==> src/rtl/alu_arbiter_if.sv <==
// rtl/alu_arbiter_if.sv - request, response and ALU-side signal bundle for alu_arbiter
interface alu_arbiter_if #(parameter int WIDTH = 32);
  logic             req0_valid;
  logic             req0_ready;
  logic [3:0]       req0_ctrl;
  logic [WIDTH-1:0] req0_a;
  logic [WIDTH-1:0] req0_b;
  logic [WIDTH-1:0] req0_c;
  logic             req1_valid;
  logic             req1_ready;
  logic [3:0]       req1_ctrl;
  logic [WIDTH-1:0] req1_a;
  logic [WIDTH-1:0] req1_b;
  logic [WIDTH-1:0] req1_c;
  logic             rsp_valid;
  logic             rsp_ready;
  logic             rsp_id;
  logic [WIDTH-1:0] rsp_d;
  logic [3:0]       alu_ctrl;
  logic [WIDTH-1:0] alu_a;
  logic [WIDTH-1:0] alu_b;
  logic [WIDTH-1:0] alu_c;
  logic [WIDTH-1:0] alu_d;
  logic             busy;

  modport master (
    output req0_valid, req0_ctrl, req0_a, req0_b, req0_c,
    output req1_valid, req1_ctrl, req1_a, req1_b, req1_c,
    input  req0_ready, req1_ready,
    input  rsp_valid, rsp_id, rsp_d,
    output rsp_ready,
    input  alu_ctrl, alu_a, alu_b, alu_c,
    output alu_d,
    input  busy
  );

  modport slave (
    input  req0_valid, req0_ctrl, req0_a, req0_b, req0_c,
    input  req1_valid, req1_ctrl, req1_a, req1_b, req1_c,
    output req0_ready, req1_ready,
    output rsp_valid, rsp_id, rsp_d,
    input  rsp_ready,
    output alu_ctrl, alu_a, alu_b, alu_c,
    input  alu_d,
    output busy
  );
endinterface

==> src/rtl/alu_arbiter.sv <==
// rtl/alu_arbiter.sv - two-requester round-robin sequencer for a shared combinational ALU
// Optional per-requester completion counters cnt0/cnt1 under ALU_ARB_CNT_EN.
module alu_arbiter #(
  parameter int WIDTH = 32
) (
  input  logic         clk,
  input  logic         rst,
  alu_arbiter_if.slave bus
`ifdef ALU_ARB_CNT_EN
  ,
  output logic [15:0]  cnt0,
  output logic [15:0]  cnt1
`endif
);

  typedef enum logic [1:0] {
    IDLE = 2'd0,
    EXEC = 2'd1,
    RESP = 2'd2
  } state_t;

  state_t           state;
  logic             last_gnt;
  logic             id_q;
  logic [3:0]       ctrl_q;
  logic [WIDTH-1:0] a_q;
  logic [WIDTH-1:0] b_q;
  logic [WIDTH-1:0] c_q;
  logic [WIDTH-1:0] d_q;
  logic             gnt_any;
  logic             gnt_id;

  // Reset wins over any handshake, so no grant is offered while rst is high.
  always_comb begin
    gnt_any = (state == IDLE) && !rst && (bus.req0_valid || bus.req1_valid);
    if (bus.req0_valid && bus.req1_valid) begin
      gnt_id = ~last_gnt;
    end else begin
      gnt_id = bus.req1_valid;
    end
  end

  assign bus.req0_ready = gnt_any && !gnt_id;
  assign bus.req1_ready = gnt_any && gnt_id;
  assign bus.rsp_valid  = (state == RESP);
  assign bus.rsp_id     = id_q;
  assign bus.rsp_d      = d_q;
  assign bus.busy       = (state != IDLE);
  assign bus.alu_ctrl   = ctrl_q;
  assign bus.alu_a      = a_q;
  assign bus.alu_b      = b_q;
  assign bus.alu_c      = c_q;

  always_ff @(posedge clk) begin
    if (rst) begin
      state    <= IDLE;
      last_gnt <= 1'b1;
      id_q     <= 1'b0;
      ctrl_q   <= '0;
      a_q      <= '0;
      b_q      <= '0;
      c_q      <= '0;
      d_q      <= '0;
`ifdef ALU_ARB_CNT_EN
      cnt0     <= '0;
      cnt1     <= '0;
`endif
    end else begin
      case (state)
        IDLE: begin
          if (gnt_any) begin
            ctrl_q   <= gnt_id ? bus.req1_ctrl : bus.req0_ctrl;
            a_q      <= gnt_id ? bus.req1_a    : bus.req0_a;
            b_q      <= gnt_id ? bus.req1_b    : bus.req0_b;
            c_q      <= gnt_id ? bus.req1_c    : bus.req0_c;
            id_q     <= gnt_id;
            last_gnt <= gnt_id;
            state    <= EXEC;
          end
        end
        EXEC: begin
          d_q   <= bus.alu_d;
          state <= RESP;
        end
        RESP: begin
          if (bus.rsp_ready) begin
            state <= IDLE;
`ifdef ALU_ARB_CNT_EN
            if (!id_q && cnt0 != 16'hFFFF) cnt0 <= cnt0 + 16'd1;
            if (id_q && cnt1 != 16'hFFFF)  cnt1 <= cnt1 + 16'd1;
`endif
          end
        end
        default: state <= IDLE;
      endcase
    end
  end

endmodule

==> src/flat_wrapper.sv <==
// flat-port wrapper written by rule: the top's interface ports become plain ports
module alu_arbiter_flat 
#(
  parameter int WIDTH = 32
)
  (clk, rst, bus_req0_valid, bus_req0_ctrl, bus_req0_a, bus_req0_b, bus_req0_c, bus_req1_valid, bus_req1_ctrl, bus_req1_a, bus_req1_b, bus_req1_c, bus_req0_ready, bus_req1_ready, bus_rsp_valid, bus_rsp_id, bus_rsp_d, bus_rsp_ready, bus_alu_ctrl, bus_alu_a, bus_alu_b, bus_alu_c, bus_alu_d, bus_busy);
  alu_arbiter_if #(.WIDTH(WIDTH)) bus_i ();
  input  logic clk;
  input  logic rst;
  input wire logic [$bits(bus_i.req0_valid)-1:0] bus_req0_valid;
  input wire logic [$bits(bus_i.req0_ctrl)-1:0] bus_req0_ctrl;
  input wire logic [$bits(bus_i.req0_a)-1:0] bus_req0_a;
  input wire logic [$bits(bus_i.req0_b)-1:0] bus_req0_b;
  input wire logic [$bits(bus_i.req0_c)-1:0] bus_req0_c;
  input wire logic [$bits(bus_i.req1_valid)-1:0] bus_req1_valid;
  input wire logic [$bits(bus_i.req1_ctrl)-1:0] bus_req1_ctrl;
  input wire logic [$bits(bus_i.req1_a)-1:0] bus_req1_a;
  input wire logic [$bits(bus_i.req1_b)-1:0] bus_req1_b;
  input wire logic [$bits(bus_i.req1_c)-1:0] bus_req1_c;
  output wire logic [$bits(bus_i.req0_ready)-1:0] bus_req0_ready;
  output wire logic [$bits(bus_i.req1_ready)-1:0] bus_req1_ready;
  output wire logic [$bits(bus_i.rsp_valid)-1:0] bus_rsp_valid;
  output wire logic [$bits(bus_i.rsp_id)-1:0] bus_rsp_id;
  output wire logic [$bits(bus_i.rsp_d)-1:0] bus_rsp_d;
  input wire logic [$bits(bus_i.rsp_ready)-1:0] bus_rsp_ready;
  output wire logic [$bits(bus_i.alu_ctrl)-1:0] bus_alu_ctrl;
  output wire logic [$bits(bus_i.alu_a)-1:0] bus_alu_a;
  output wire logic [$bits(bus_i.alu_b)-1:0] bus_alu_b;
  output wire logic [$bits(bus_i.alu_c)-1:0] bus_alu_c;
  input wire logic [$bits(bus_i.alu_d)-1:0] bus_alu_d;
  output wire logic [$bits(bus_i.busy)-1:0] bus_busy;
  assign bus_i.req0_valid = bus_req0_valid;
  assign bus_i.req0_ctrl = bus_req0_ctrl;
  assign bus_i.req0_a = bus_req0_a;
  assign bus_i.req0_b = bus_req0_b;
  assign bus_i.req0_c = bus_req0_c;
  assign bus_i.req1_valid = bus_req1_valid;
  assign bus_i.req1_ctrl = bus_req1_ctrl;
  assign bus_i.req1_a = bus_req1_a;
  assign bus_i.req1_b = bus_req1_b;
  assign bus_i.req1_c = bus_req1_c;
  assign bus_req0_ready = bus_i.req0_ready;
  assign bus_req1_ready = bus_i.req1_ready;
  assign bus_rsp_valid = bus_i.rsp_valid;
  assign bus_rsp_id = bus_i.rsp_id;
  assign bus_rsp_d = bus_i.rsp_d;
  assign bus_i.rsp_ready = bus_rsp_ready;
  assign bus_alu_ctrl = bus_i.alu_ctrl;
  assign bus_alu_a = bus_i.alu_a;
  assign bus_alu_b = bus_i.alu_b;
  assign bus_alu_c = bus_i.alu_c;
  assign bus_i.alu_d = bus_alu_d;
  assign bus_busy = bus_i.busy;
  alu_arbiter #(.WIDTH(WIDTH)) u_core (.clk(clk), .rst(rst), .bus(bus_i));
endmodule
==> config.mk <==
export PLATFORM = sky130hd
export DESIGN_NAME = alu_arbiter_flat
export DESIGN_NICKNAME = d
export VERILOG_FILES = /design/src/rtl/alu_arbiter_if.sv /design/src/rtl/alu_arbiter.sv /design/src/flat_wrapper.sv
export SDC_FILE = /design/constraint.sdc
export NUM_CORES = 1
export LEC_CHECK = 0
export ABC_AREA = 1
export BUFFER_PORTS_ARGS = -buffer_cell sky130_fd_sc_hd__buf_2
export CORE_AREA = 2 2 145 147
export CTS_CLUSTER_SIZE = 30
export DETAILED_ROUTE_END_ITERATION = 12
export DIE_AREA = 0 0 147 149
export PLACE_DENSITY = 0.59
export SLEW_MARGIN = 20
export SYNTH_ARGS = -nofsm -noshare
export SYNTH_HDL_FRONTEND = slang
export SYNTH_SLANG_ARGS = --single-unit
==> constraint.sdc <==
create_clock -name clk -period 1.4 [get_ports clk]
set_input_delay 0 -clock clk [delete_from_list [all_inputs] [get_ports clk]]
set_output_delay 0 -clock clk [all_outputs]
set_load 0.05 [all_outputs]
==> results of run 1 <==
power breakdown:
| part | switching, uW | internal (uW) |
|---|---|---|
| registers | 147 | 4170 |
| logic | 2380 | 1450 |
| clock network | 1720 | 3320 |
synthesized netlist by cell type, drive strengths merged:
cell    count  area (um^2)
o21ai      33        165.2
dfxtp     136         2723
nand3     102        515.5
nor2       69        266.5
clkbuf     15        56.30
a21oi     101        505.5
inv         8        30.03
nand2     408         1531
buf        60        355.3
area by class of cell:
| cell class | count | area share, % |
|---|---|---|
| clock buffers | 22 | 4.111 |
| multi-input cells | 713 | 26.38 |
| inverters | 8 | 0.3037 |
| repair buffers | 635 | 40.92 |
| flip-flops and latches | 136 | 23.62 |
| clock inverters | 10 | 1.638 |
| diodes | 2 | 0.04338 |
| well taps | 275 | 2.983 |
what timing repair did:
action	in CTS	in global routing
endpoints found under the hold margin	135	0
setup buffers	4	2
endpoints found under the setup margin	2	81
cloned	1	4
resized for setup	7	13
pin swaps	3	4
hold buffers	232	0
layer usage:
| metal | routed length [um] | GRT usage (%) | part of all wire [%] | vias to the layer above |
|---|---|---|---|---|
| met1 | 10870 | 26.45 | 40 | 3776 |
| met4 | 1117 | 11.44 | 4.1 | 0 |
| met3 | 2076 | 6.116 | 7.6 | 91 |
| li1 | - | - | - | 4142 |
| met2 | 13350 | 40.85 | 49 | 390 |
| met5 | 0 | 0 | 0 | - |
per-stage QoR:
step	cell area, um^2	util, %
finish	11540	56.12
global route	11540	56.12
CTS	11370	55.33
detailed placement	8300	40.38
global placement	8300	40.38
floorplan	6151	-
worst min-delay path, delay by kind of cell:
kind,cells,cell delay [ns]
buffers and inverters,1,0.10
AO/OA/AOI/OAI,1,0.05
AND/OR/NAND/NOR,3,0.20
kinds of logic after synthesis:
group                  share of synthesized area [%]
AND/OR/NAND/NOR                                37.63
flip-flops                                     44.28
buffers and inverters                          7.183
AO/OA/AOI/OAI                                  10.91
sequential cells by signal, summed over array words and instances (netlist names):
register,cells
u_core.bus.alu_a,32
u_core.bus.alu_b,32
u_core.bus.alu_c,32
u_core.bus.alu_ctrl,4
u_core.bus.rsp_d,32
u_core.bus.rsp_id,1
u_core.last_gnt,1
u_core.state,2
final timing paths:
| check | from | end | slack, ns | depth (start not counted) |
|---|---|---|---|---|
| setup reg to reg | u_core.last_gnt | u_core.bus.alu_a[5] | 0.08 | 7 |
| hold reg to reg | u_core.bus.alu_b[19] | u_core.bus.alu_b[19] | 0.46 | 2 |
| setup / recovery | u_core.last_gnt | bus_req1_ready | 0.06 | 7 |
| hold / removal | bus_req1_a[7] | u_core.bus.alu_a[7] | -0.002 | 5 |
==> flow_metrics.py, run 1 <==
metrics = {
    "worst_hold_path": {
        "worstHoldPathType": "input port to register",
    },
    "detailed_routing": {
        "firstDrtPassIters": 5,
        "wire_per_inst_um": 15.22,
        "first_iter_violations": 488,
        "vias_per_cell": 4.664,
        "vias": 8399,
        "postRouteAntennaNets": 0,
        "wl_um": 27420,
        "drc": 0,
    },
    "critical_path": {
        "critical_path.top_delay_family": "buffers and inverters",
        "worstPathArrival_ns": 1.34,
        "cp_common_cell": "nand2_4",
        "start_kind": "register",
        "worst_ep_required_time_ns": 1.40,
        "slowest_delay_ns": 0.33,
        "path_buf_inv": 4,
        "slowest_stage": "dfxtp_2",
        "crit_fanout": 4,
        "path_cells": "nand2_4 -> nand2_8 -> buf_12 -> inv_6 -> nand2_4 -> inv_2 -> buf_8",
        "end_kind": "output port",
        "crit_type": "register to output port",
    },
    "yosys": {
        "yosys_warnings": 0,
        "synth.ff_latch_count": 136,
        "netlist-cell-type-count": 16,
        "syn-num-nets": 1169,
        "syn_inst": 932,
        "avgSynthCellArea_um2": 6.597,
        "yosysSeqAreaShare_pct": 44.28,
        "synth_area_um2": 6148,
    },
    "pwr": {
        "power_uw": 13180,
        "p_leak_uw": 0.005736,
        "vdd_ir_drop_max_uv": 721.1,
        "powerDensity_nw_per_um2": 1143,
    },
    "clocking": {
        "cts_tree": "done",
        "clockRootBuffer": "clkbuf_16",
        "clock_latency_ns": 0.41,
        "numCtsBuffers": 17,
        "htreeDepth": 4,
        "clockBufferDepth": 2,
        "cts.sinks": 136,
        "clkSlewWorstSetupHoldPaths_ns": 0.05,
    },
    "floorplanning": {
        "rows": 53,
        "initial_core_util_pct": 29.91,
        "die_area_um2": 21900,
        "dieWidth_um": 147,
        "die_h_um": 149,
        "design.core.area_um2": 20560,
        "pin_count": 374,
    },
    "outcome": {
        "violations": "negative hold slack",
        "status": "finished, violations left",
    },
    "place": {
        "gp_congestion": 0.8064,
        "port_buffers": 373,
        "place_inst": 1524,
        "place_ws_ns": 0.1115,
        "hpwl_um": 15610,
    },
    "finish": {
        "layout_commonest_cell": "nand2_1",
        "fin_cells": 1801,
        "final_cell_mix": "nand2_1 (404), buf_2 (369), dlygate4sd3_1 (232), dfxtp_1 (134)",
        "multi_input_area_um2": 3043,
        "drive_gt1_share_pct": 29.40,
        "areaGrowthSynthToFinish_pct": 87.63,
        "seq_area_um2": 2725,
        "fill_cells": 1902,
        "nNetsFinal": 1748,
    },
    "global_route": {
        "grt-ovfl-total": 0,
        "grt_start_max_net_pins": 102,
        "grt_pass1_vias": 8136,
        "antenna_found_initial": 2,
        "track_usage_pct": 23.32,
        "grt_pass1_wl_um": 41190,
    },
    "timing": {
        "hold_slack_ns": -0.002458,
        "hold_viol": 1,
        "setup_tns_ns": 0,
        "fin_crit_ns": 1.343,
        "slew_headroom_pct": 59.71,
        "setup_viol": 0,
        "skew_ns": 0.009879,
        "slew_viol_final": 0,
        "period_share_pct": 95.90,
        "max_freq_mhz": 744.8,
        "fin_ws_ns": 0.05742,
        "grt_setup_unrepaired": "yes",
        "worst_pin_slew_ns": 0.6044,
    },
    "run": {
        "max-cap-violations": 0,
    },
}
Note: power is estimated with default switching activity, not from simulation.
==> run 2, diff against run 1 <==
--- a/config.mk
+++ b/config.mk
@@ -6,12 +6,14 @@
 export NUM_CORES = 1
 export LEC_CHECK = 0
 export ABC_AREA = 1
-export BUFFER_PORTS_ARGS = -buffer_cell sky130_fd_sc_hd__buf_2
-export CORE_AREA = 2 2 145 147
+export CAP_MARGIN = 20
+export CORE_AREA = 2 2 144 146
 export CTS_CLUSTER_SIZE = 30
 export DETAILED_ROUTE_END_ITERATION = 12
-export DIE_AREA = 0 0 147 149
-export PLACE_DENSITY = 0.59
+export DIE_AREA = 0 0 146 148
+export DONT_BUFFER_PORTS = 1
+export PLACE_DENSITY = 0.43
+export SETUP_SLACK_MARGIN = 0.15
 export SLEW_MARGIN = 20
 export SYNTH_ARGS = -nofsm -noshare
 export SYNTH_HDL_FRONTEND = slang
==> run 2 against run 1 <==
  * Critical path depth down 1
  * Power down 8.7%
  * Global-route usage down 3.8 points
  * Wire length down 18%
  * Sequential share of layout area up 7.9 points
  * Final area down 25%
  * The flow finishes with violations (negative hold slack, negative setup slack)
==> flow_metrics.py, run 2 (synthesized netlist as in run 1, its figures left out) <==
metrics = {
    "floorplanning": {
        "rows": 52,
        "initial_core_util_pct": 30.68,
        "pin_count": 374,
        "design.core.area_um2": 20040,
        "die_area_um2": 21610,
        "die_h_um": 148,
        "dieWidth_um": 146,
    },
    "outcome": {
        "violations": "negative hold slack, negative setup slack",
        "status": "finished, violations left",
    },
    "critical_path": {
        "start_kind": "register",
        "worst_ep_required_time_ns": 1.40,
        "slowest_delay_ns": 0.33,
        "slowest_stage": "dfxtp_2",
        "path_buf_inv": 3,
        "crit_fanout": 2,
        "worst_r2r_path_depth": 7,
        "end_kind": "output port",
        "worstPathArrival_ns": 1.42,
        "crit_type": "register to output port",
        "cp_num_cells": 6,
        "path_cells": "nor2_4 -> buf_6 -> nand3_4 -> buf_12 -> nor2_4 -> buf_12",
        "critical_path.top_delay_family": "buffers and inverters",
    },
    "worst_hold_path": {
        "worstHoldPathType": "input port to register",
        "holdPathStages": 1,
    },
    "global_route": {
        "antenna_found_initial": 0,
        "grt-ovfl-total": 0,
        "grt_pass1_vias": 5910,
        "track_usage_pct": 19.49,
        "grt_pass1_wl_um": 32850,
        "grt_start_max_net_pins": 103,
    },
    "clocking": {
        "numCtsBuffers": 17,
        "htreeDepth": 4,
        "clock_latency_ns": 0.42,
        "clkSlewWorstSetupHoldPaths_ns": 0.06,
        "cts.sinks": 136,
        "cts_hold_buffers": 34,
        "cts_tree": "done",
        "clockBufferDepth": 2,
        "clockRootBuffer": "clkbuf_16",
    },
    "pwr": {
        "powerDensity_nw_per_um2": 1390,
        "vdd_ir_drop_max_uv": 776.3,
        "power_uw": 12040,
        "p_leak_uw": 0.003958,
    },
    "detailed_routing": {
        "postRouteAntennaNets": 0,
        "first_iter_violations": 314,
        "vias_per_cell": 4.753,
        "vias": 6450,
        "wire_per_inst_um": 16.52,
        "firstDrtPassIters": 4,
        "wl_um": 22420,
        "drc": 0,
    },
    "finish": {
        "final_cell_mix": "nand2_1 (405), buf_4 (139), dfxtp_1 (133), nand3_1 (101), a21oi_1 (101)",
        "drive_gt1_share_pct": 19.60,
        "areaGrowthSynthToFinish_pct": 40.88,
        "stdcell_area_um2": 8662,
        "layout_commonest_cell": "nand2_1",
        "n_antenna_cell": 0,
        "nNetsFinal": 1311,
    },
    "timing": {
        "slew_headroom_pct": 78.44,
        "period_share_pct": 101.6,
        "setup_tns_ns": -0.02303,
        "hold_slack_ns": -0.3193,
        "setup_viol": 1,
        "skew_ns": 0.008670,
        "worst_pin_slew_ns": 0.3233,
        "fin_ws_ns": -0.02303,
        "fin_crit_ns": 1.423,
        "hold_viol": 101,
        "grt_setup_unrepaired": "yes",
        "slew_viol_final": 0,
        "max_freq_mhz": 702.7,
    },
    "place": {
        "hpwl_um": 14230,
        "gp_congestion": 0.7529,
        "port_buffers": 0,
        "place_area_um2": 7423,
    },
    "run": {
        "max-cap-violations": 0,
    },
}
run 2: cell count changes in the layout (fill, tap and decap cells not counted), sizes merged, moves of 2 or more:
| cell | before | now |
|---|---|---|
| buf | 398 | 160 |
| bufinv | 5 | 2 |
| inv | 10 | 12 |
| clkinv | 2 | 6 |
| diode | 2 | 0 |
| dlygate4sd3 | 232 | 34 |
| clkbuf | 26 | 20 |
run 2: layout make-up:
cell class	instances	area [um^2]
Inverter	8	36.28
Tap cell	270	337.8
Fill cell	2138	11380
Sequential cell	136	2726
Clock buffer	18	439.2
Multi-Input combinational cell	713	3038
Clock inverter	14	162.7
Timing Repair Buffer	198	1922
run 2: through the flow:
| step | util [%] | instances | hold WS [ns] | worst slack, ns |
|---|---|---|---|---|
| after CTS | 42.90 | 1355 | -0.3634 | -0.03979 |
| after global placement | 37.04 | 1279 | 0.09054 | 0.1391 |
| after detailed placement | 37.04 | 1279 | 0.09366 | 0.09284 |
| final | 43.23 | 1357 | -0.3193 | -0.02303 |
| after global routing | 43.23 | 1357 | -0.3568 | -0.07980 |
| after floorplan | - | 932 | 0.1658 | 0.1828 |
run 2: repair_timing:
item | CTS | global route
resized for setup | 16 | 3
endpoints found under the setup margin | 100 | 105
hold endpoints to repair | 135 | 101
gates cloned | 5 | 2
setup buffers | 5 | 0
pin swaps | 4 | 1
run 2: worst register-to-register path: stages (launching register included):
cell,delay (ns)
dfxtp_2,0.37
nor2_4,0.04
buf_6,0.12
nand3_4,0.07
buf_6,0.18
bufbuf_16,0.30
nand2_1,0.05
a21oi_1,0.14
run 2: path summary, 6_finish.rpt:
kind / start / end / slack, ns
setup / recovery: u_core.state[1] / bus_req0_ready / -0.02
hold / removal: rst / u_core.bus.alu_c[31] / -0.32
setup reg to reg: u_core.state[0] / u_core.bus.alu_c[22] / 0.06
hold reg to reg: u_core.bus.alu_b[31] / u_core.bus.alu_b[31] / 0.46
run 2: where the power goes:
part           total, uW  internal, uW  switching (uW)
Clock               4590          2720            1880
Sequential          4320          4170             150
Combinational       3130          1060            2070
run 2: per-layer routing:
layer,wire [um],global-route usage [%],vias up
met5,0,0,-
met4,430,7.233,0
met3,1507,5.216,28
met2,11190,33.99,264
met1,9293,23.02,2893
li1,-,-,3265
